File: config.mk
export PLATFORM = sky130hd
export DESIGN_NAME = pc_unit
export DESIGN_NICKNAME = d
export VERILOG_FILES = /design/src/rtl/pc_unit_pkg.sv /design/src/rtl/pc_ras.sv /design/src/rtl/pc_unit.sv
export SDC_FILE = /design/constraint.sdc
export NUM_CORES = 1
export LEC_CHECK = 0
export BUFFER_PORTS_ARGS = -buffer_cell sky130_fd_sc_hd__buf_2
export CORE_MARGIN = 1
export CORE_UTILIZATION = 45
export CTS_BUF_LIST = sky130_fd_sc_hd__clkbuf_8
export DETAILED_ROUTE_END_ITERATION = 12
export GPL_TIMING_DRIVEN = 0
export PLACE_DENSITY = 0.73
export RECOVER_POWER = 50
export SLEW_MARGIN = 0
export SYNTH_ARGS = -nofsm -noshare
export SYNTH_HDL_FRONTEND = slang
export SYNTH_SLANG_ARGS = --single-unit
File: constraint.sdc
create_clock -name clk -period 4.7 [get_ports clk]
set_input_delay 1.41 -clock clk [delete_from_list [all_inputs] [get_ports clk]]
set_output_delay 1.41 -clock clk [all_outputs]
set_load 0.02 [all_outputs]
File: src/rtl/pc_unit_pkg.sv
// rtl/pc_unit_pkg.sv - shared program-counter constants and next-pc select encoding
package pc_unit_pkg;

    localparam int BUS_WIDTH_DEF    = 16;
    localparam int RESET_VECTOR_DEF = 0;
    localparam int PC_STEP_DEF      = 1;
    localparam int RAS_DEPTH_DEF    = 4;

    typedef enum logic [2:0] {
        SEL_SEQ  = 3'd0,
        SEL_BR   = 3'd1,
        SEL_JMP  = 3'd2,
        SEL_CALL = 3'd3,
        SEL_RET  = 3'd4,
        SEL_HOLD = 3'd5
    } pc_sel_e;

endpackage

File: src/rtl/pc_ras.sv
// rtl/pc_ras.sv - circular return-address stack with wrapping top pointer
module pc_ras #(
    parameter int WIDTH = 16,
    parameter int DEPTH = 4
) (
    input  logic                     clk,
    input  logic                     rst_n,
    input  logic                     push,
    input  logic                     pop,
    input  logic                     swap,
    input  logic [WIDTH-1:0]         din,
    output logic [WIDTH-1:0]         dout,
    output logic [$clog2(DEPTH):0]   count,
    output logic                     overflow,
    output logic                     underflow
);

    localparam int PW = $clog2(DEPTH);
    localparam logic [PW:0]   CNT_ONE  = (PW+1)'(1);
    localparam logic [PW:0]   CNT_FULL = (PW+1)'(DEPTH);
    localparam logic [PW-1:0] PTR_ONE  = PW'(1);

    logic [WIDTH-1:0] mem [DEPTH];
    logic [PW-1:0]    top_ptr;
    logic             empty;
    logic             full;
    logic             do_push;
    logic             do_pop;
    logic             do_swap;

    assign empty = (count == '0);
    assign full  = (count == CNT_FULL);

    // A swap on an empty stack has nothing to replace, so it degrades to a push.
    assign do_push = push | (swap & empty);
    assign do_pop  = pop & ~empty;
    assign do_swap = swap & ~empty;

    assign overflow  = push & full;
    assign underflow = (pop | swap) & empty;

    assign dout = mem[top_ptr];

    always_ff @(posedge clk) begin
        if (!rst_n) begin
            top_ptr <= '0;
            count   <= '0;
        end else if (do_push) begin
            top_ptr <= top_ptr + PTR_ONE;
            if (!full)
                count <= count + CNT_ONE;
        end else if (do_pop) begin
            top_ptr <= top_ptr - PTR_ONE;
            count   <= count - CNT_ONE;
        end
    end

    // When full, the slot after the top is the oldest entry, so a push overwrites it.
    always_ff @(posedge clk) begin
        if (rst_n && do_push)
            mem[top_ptr + PTR_ONE] <= din;
        else if (rst_n && do_swap)
            mem[top_ptr] <= din;
    end

endmodule

File: src/rtl/pc_unit.sv
// rtl/pc_unit.sv - program counter with branch/jump/call/return and return-address stack
module pc_unit
    import pc_unit_pkg::*;
#(
    parameter int                   BUS_WIDTH    = BUS_WIDTH_DEF,
    parameter logic [BUS_WIDTH-1:0] RESET_VECTOR = BUS_WIDTH'(RESET_VECTOR_DEF),
    parameter int                   PC_STEP      = PC_STEP_DEF,
    parameter int                   RAS_DEPTH    = RAS_DEPTH_DEF
) (
    input  logic                         clk,
    input  logic                         rst_n,
    input  logic                         stall,
    input  logic                         branch_taken,
    input  logic [BUS_WIDTH-1:0]         branch_target,
    input  logic                         jump,
    input  logic                         call,
    input  logic                         ret,
    input  logic [BUS_WIDTH-1:0]         jump_target,
    output logic [BUS_WIDTH-1:0]         pc,
    output logic [BUS_WIDTH-1:0]         pc_plus,
    output logic [$clog2(RAS_DEPTH):0]   ras_count,
    output logic                         ras_overflow,
    output logic                         ras_underflow
);

    pc_sel_e              sel;
    logic [BUS_WIDTH-1:0] pc_next;
    logic [BUS_WIDTH-1:0] ras_top;
    logic                 ras_empty;
    logic                 ras_push;
    logic                 ras_pop;
    logic                 ras_swap;
    logic                 ovf_pulse;
    logic                 unf_pulse;

    assign pc_plus   = pc + BUS_WIDTH'(PC_STEP);
    assign ras_empty = (ras_count == '0);

    assign ras_push = ~stall & call & ~ret;
    assign ras_pop  = ~stall & ret & ~call;
    assign ras_swap = ~stall & ret & call;

    always_comb begin
        sel = SEL_SEQ;
        if (stall)
            sel = SEL_HOLD;
        else if (ret && !ras_empty)
            sel = SEL_RET;
        else if (call)
            sel = SEL_CALL;
        else if (jump)
            sel = SEL_JMP;
        else if (branch_taken)
            sel = SEL_BR;
    end

    always_comb begin
        pc_next = pc_plus;
        case (sel)
            SEL_HOLD: pc_next = pc;
            SEL_RET:  pc_next = ras_top;
            SEL_CALL: pc_next = jump_target;
            SEL_JMP:  pc_next = jump_target;
            SEL_BR:   pc_next = branch_target;
            default:  pc_next = pc_plus;
        endcase
    end

    pc_ras #(
        .WIDTH (BUS_WIDTH),
        .DEPTH (RAS_DEPTH)
    ) u_ras (
        .clk       (clk),
        .rst_n     (rst_n),
        .push      (ras_push),
        .pop       (ras_pop),
        .swap      (ras_swap),
        .din       (pc_plus),
        .dout      (ras_top),
        .count     (ras_count),
        .overflow  (ovf_pulse),
        .underflow (unf_pulse)
    );

    always_ff @(posedge clk) begin
        if (!rst_n) begin
            pc            <= RESET_VECTOR;
            ras_overflow  <= 1'b0;
            ras_underflow <= 1'b0;
        end else begin
            pc <= pc_next;
            if (ovf_pulse)
                ras_overflow <= 1'b1;
            if (unf_pulse)
                ras_underflow <= 1'b1;
        end
    end

endmodule
==> flow_metrics.env <==
export IMPL_drv_slew=0
export IMPL_grt_pass1_wl_mm=15.4
export IMPL_fin_util_pct=54.5
export IMPL_port_buffers=74
export IMPL_post_cts_buffers=0
export IMPL_clock_fmax_mhz=265
export IMPL_die_x_um=96.4
export IMPL_start_util_pct=46.2
export IMPL_final_cell_mix="64 x edfxtp_1, 54 x buf_2, 33 x clkbuf_1"
export IMPL_worstPathCellList="ha_1 -> nand3_1 -> or2_2 -> nor2_1 -> xor2_1 -> buf_2"
export IMPL_placed_cells=488
export IMPL_area_growth_pct=18.1
export IMPL_cts_tree="built"
export IMPL_hold_buffers=0
export IMPL_gp_congestion=0.833
export IMPL_reg2regPathDepth=5
export IMPL_crit_fanout=6
export IMPL_synth_flop_cell="edfxtp_1"
export IMPL_synthCells=300
export IMPL_startpoint_type="register"
export IMPL_hp_class="register to register"
export IMPL_setup_tns_ps=0
export IMPL_vdd_drop_max_mv=0.235
export IMPL_worstHoldStart="ras_underflow"
export IMPL_grt_pass1_vias=2883
export IMPL_synth_cell_types=49
export IMPL_drc=0
export IMPL_crit_family="simple AND/OR/NAND/NOR gates"
export IMPL_htree_levels=3
export IMPL_arrival_ps=2370
export IMPL_firstDrtPassIters=4
export IMPL_slowest_stage="dfxtp_1"
export IMPL_grt_overflow=0
export IMPL_r2r_end="u_ras.mem[2][1]"
export IMPL_ctsRootBufferMaster="clkbuf_8"
export IMPL_p_leak_uw=0.00169
export IMPL_die_h_um=96.4
export IMPL_holdPathEnd="ras_underflow"
export IMPL_antenna_cells=0
export IMPL_setup_viol=0
export IMPL_final_common_cell="edfxtp_1"
export IMPL_worst_pin_slew_ps=894
export IMPL_r2r_setup_slack_ps=2090
export IMPL_grtUsageTotal_pct=23.7
export IMPL_cts_buffer_depth=2
export IMPL_multi_input_area_um2=1490
export IMPL_cts_sinks=89
export IMPL_antenna_found_initial=0
export IMPL_hpwl_mm=7.28
export IMPL_antenna_left=0
export IMPL_final_cells=504
export IMPL_pin_count=76
export IMPL_clk_pin_slew_ps=90
export IMPL_hold_violations=0
export IMPL_avgSynthCellArea_um2=13.4
export IMPL_async_reset_ff_share_pct=0
export IMPL_critical_path_class="register to output port"
export IMPL_dp_slack_ps=1170
export IMPL_final_period_utilization_pct=80.4
export IMPL_finalWirelength_mm=10.2
export IMPL_wl_per_cell_um=20.2
export IMPL_critPathMaxStageDelay_ps=460
export IMPL_synth_seq_area_share_pct=60.4
export IMPL_setup_slack_ps=923
export IMPL_end_kind="output port"
export IMPL_whs_ps=505
export IMPL_seq_area_um2=2420
export IMPL_synth_seq_cells=89
export IMPL_crit_buf_inv=1
export IMPL_design_die_area_um2=9290
export IMPL_hold_path_depth=2
export IMPL_via_per_inst=5.79
export IMPL_crit_required_ps=3290
export IMPL_drive_above_1_share_pct=25.3
export IMPL_insertion_delay_ps=370
export IMPL_synthesis_area_um2=4010
export IMPL_grt_max_degree=17
export IMPL_drt_initial_drc_count=207
export IMPL_run_status="finished clean"
export IMPL_rsz0062_at_grt="no"
export IMPL_synth_edff_count=64
export IMPL_slew_headroom_pct=39.9
export IMPL_finalClockSkew_ps=10.6
export IMPL_synth_fp_nets=341
export IMPL_r2r_start="u_ras.count[2]"
export IMPL_row_count=34
export IMPL_cts_made_buffers=9
export IMPL_yosys_warnings=0
export IMPL_nets=432
export IMPL_cap_violations=0
export IMPL_postCtsResizedCells=0
export IMPL_period_minus_slack_ps=3780
export IMPL_vias=2920
export IMPL_fillers=790
export IMPL_power_density_nw_per_um2=406
export IMPL_core_area_um2=8680
==> state kept, by name (all words and copies together), names as in the netlist, named ones only <==
name	flops
ras_overflow	1
ras_underflow	1
u_ras.mem	64
u_ras.count	3
pc	16
u_ras.top_ptr	2
==> layout make-up <==
type,instances,area share (%)
Sequential cell,89,51.2
Clock buffer,10,2.91
Multi-Input combinational cell,189,31.5
Tap cell,108,2.85
Buffer,16,1.69
Inverter,6,0.476
Timing Repair Buffer,80,8.38
Clock inverter,6,1.06
==> how the worst max path moves through the flow <==
stage / from / cells after the start / to / slack, ps
2_1_floorplan: stall / 4 / u_ras.mem[3][0] / 690
3_3_place_gp: stall / 5 / u_ras.mem[1][6] / -970
3_5_place_dp: stall / 6 / u_ras.mem[3][9] / 1170
4_1_cts: pc[0] / 6 / pc_plus[10] / 900
5_1_grt: pc[0] / 6 / pc_plus[10] / 770
6_report: pc[0] / 6 / pc_plus[12] / 920
==> Yosys cell counts, types with 2 or more instances <==
library cell | number | area [µm²]
a211oi_1 | 3 | 22.5
a21oi_1 | 13 | 65.1
a221oi_1 | 4 | 35.0
a22o_1 | 3 | 26.3
a22oi_1 | 8 | 60.1
a31oi_1 | 3 | 18.8
and2_1 | 5 | 31.3
and3_1 | 3 | 18.8
and4_1 | 2 | 17.5
buf_2 | 5 | 25.0
buf_6 | 2 | 22.5
clkbuf_1 | 8 | 30.0
dfxtp_1 | 25 | 500
edfxtp_1 | 64 | 1920
inv_1 | 6 | 22.5
mux2i_1 | 2 | 20.0
mux4_2 | 16 | 360
nand2_1 | 16 | 60.1
nand2b_1 | 5 | 31.3
nand3_1 | 15 | 75.1
nand4_1 | 4 | 25.0
nor2_1 | 15 | 56.3
nor2b_1 | 3 | 18.8
nor3_1 | 7 | 35.0
nor3_2 | 2 | 20.0
nor4_1 | 3 | 18.8
o2111a_1 | 3 | 33.8
o211a_1 | 2 | 20.0
o211ai_1 | 2 | 15.0
o21a_1 | 4 | 30.0
o21ai_0 | 11 | 55.1
o221ai_1 | 2 | 17.5
or3_1 | 2 | 12.5
xnor2_1 | 10 | 87.6
xor2_1 | 8 | 70.1
==> metal layers <==
metal,vias up,GRT usage [%],part of all wire (%)
met5,-,0,0
li1,1356,-,-
met3,12,7.36,7.8
met1,1429,30.9,43
met4,0,6.25,1.4
met2,123,38.6,48
==> power by group <==
part	switching (µW)	total [µW]	internal, µW
registers	53.0	961	908
logic	287	458	171
clock network	289	503	214
==> tightest hold or removal path: stages, from the launching register on <==
cell and delay (ps):
dfxtp_1 340, a31oi_1 40, nor2b_1 90
==> through the flow <==
stage / power [µW] / instance area (µm²)
floorplan: 1280 / 4010
global placement: 1430 / 4510
detailed placement: 1450 / 4590
CTS: 1940 / 4780
global route: 2010 / 4730
finish: 1920 / 4730
==> cell families (layout without fill, tap and decap cells) <==
logic type	count (synthesis)	count (layout)	synth area share (%)
buffers and inverters	22	118	2.59
multiplexers	18	18	9.49
flip-flops	89	89	60.4
AND/OR/NAND/NOR	85	85	11.1
XOR/XNOR	18	18	3.93
adder cells (fa/ha/maj)	2	2	0.811
AO/OA/AOI/OAI	66	66	11.7
Note: power is estimated with default switching activity, not from simulation.
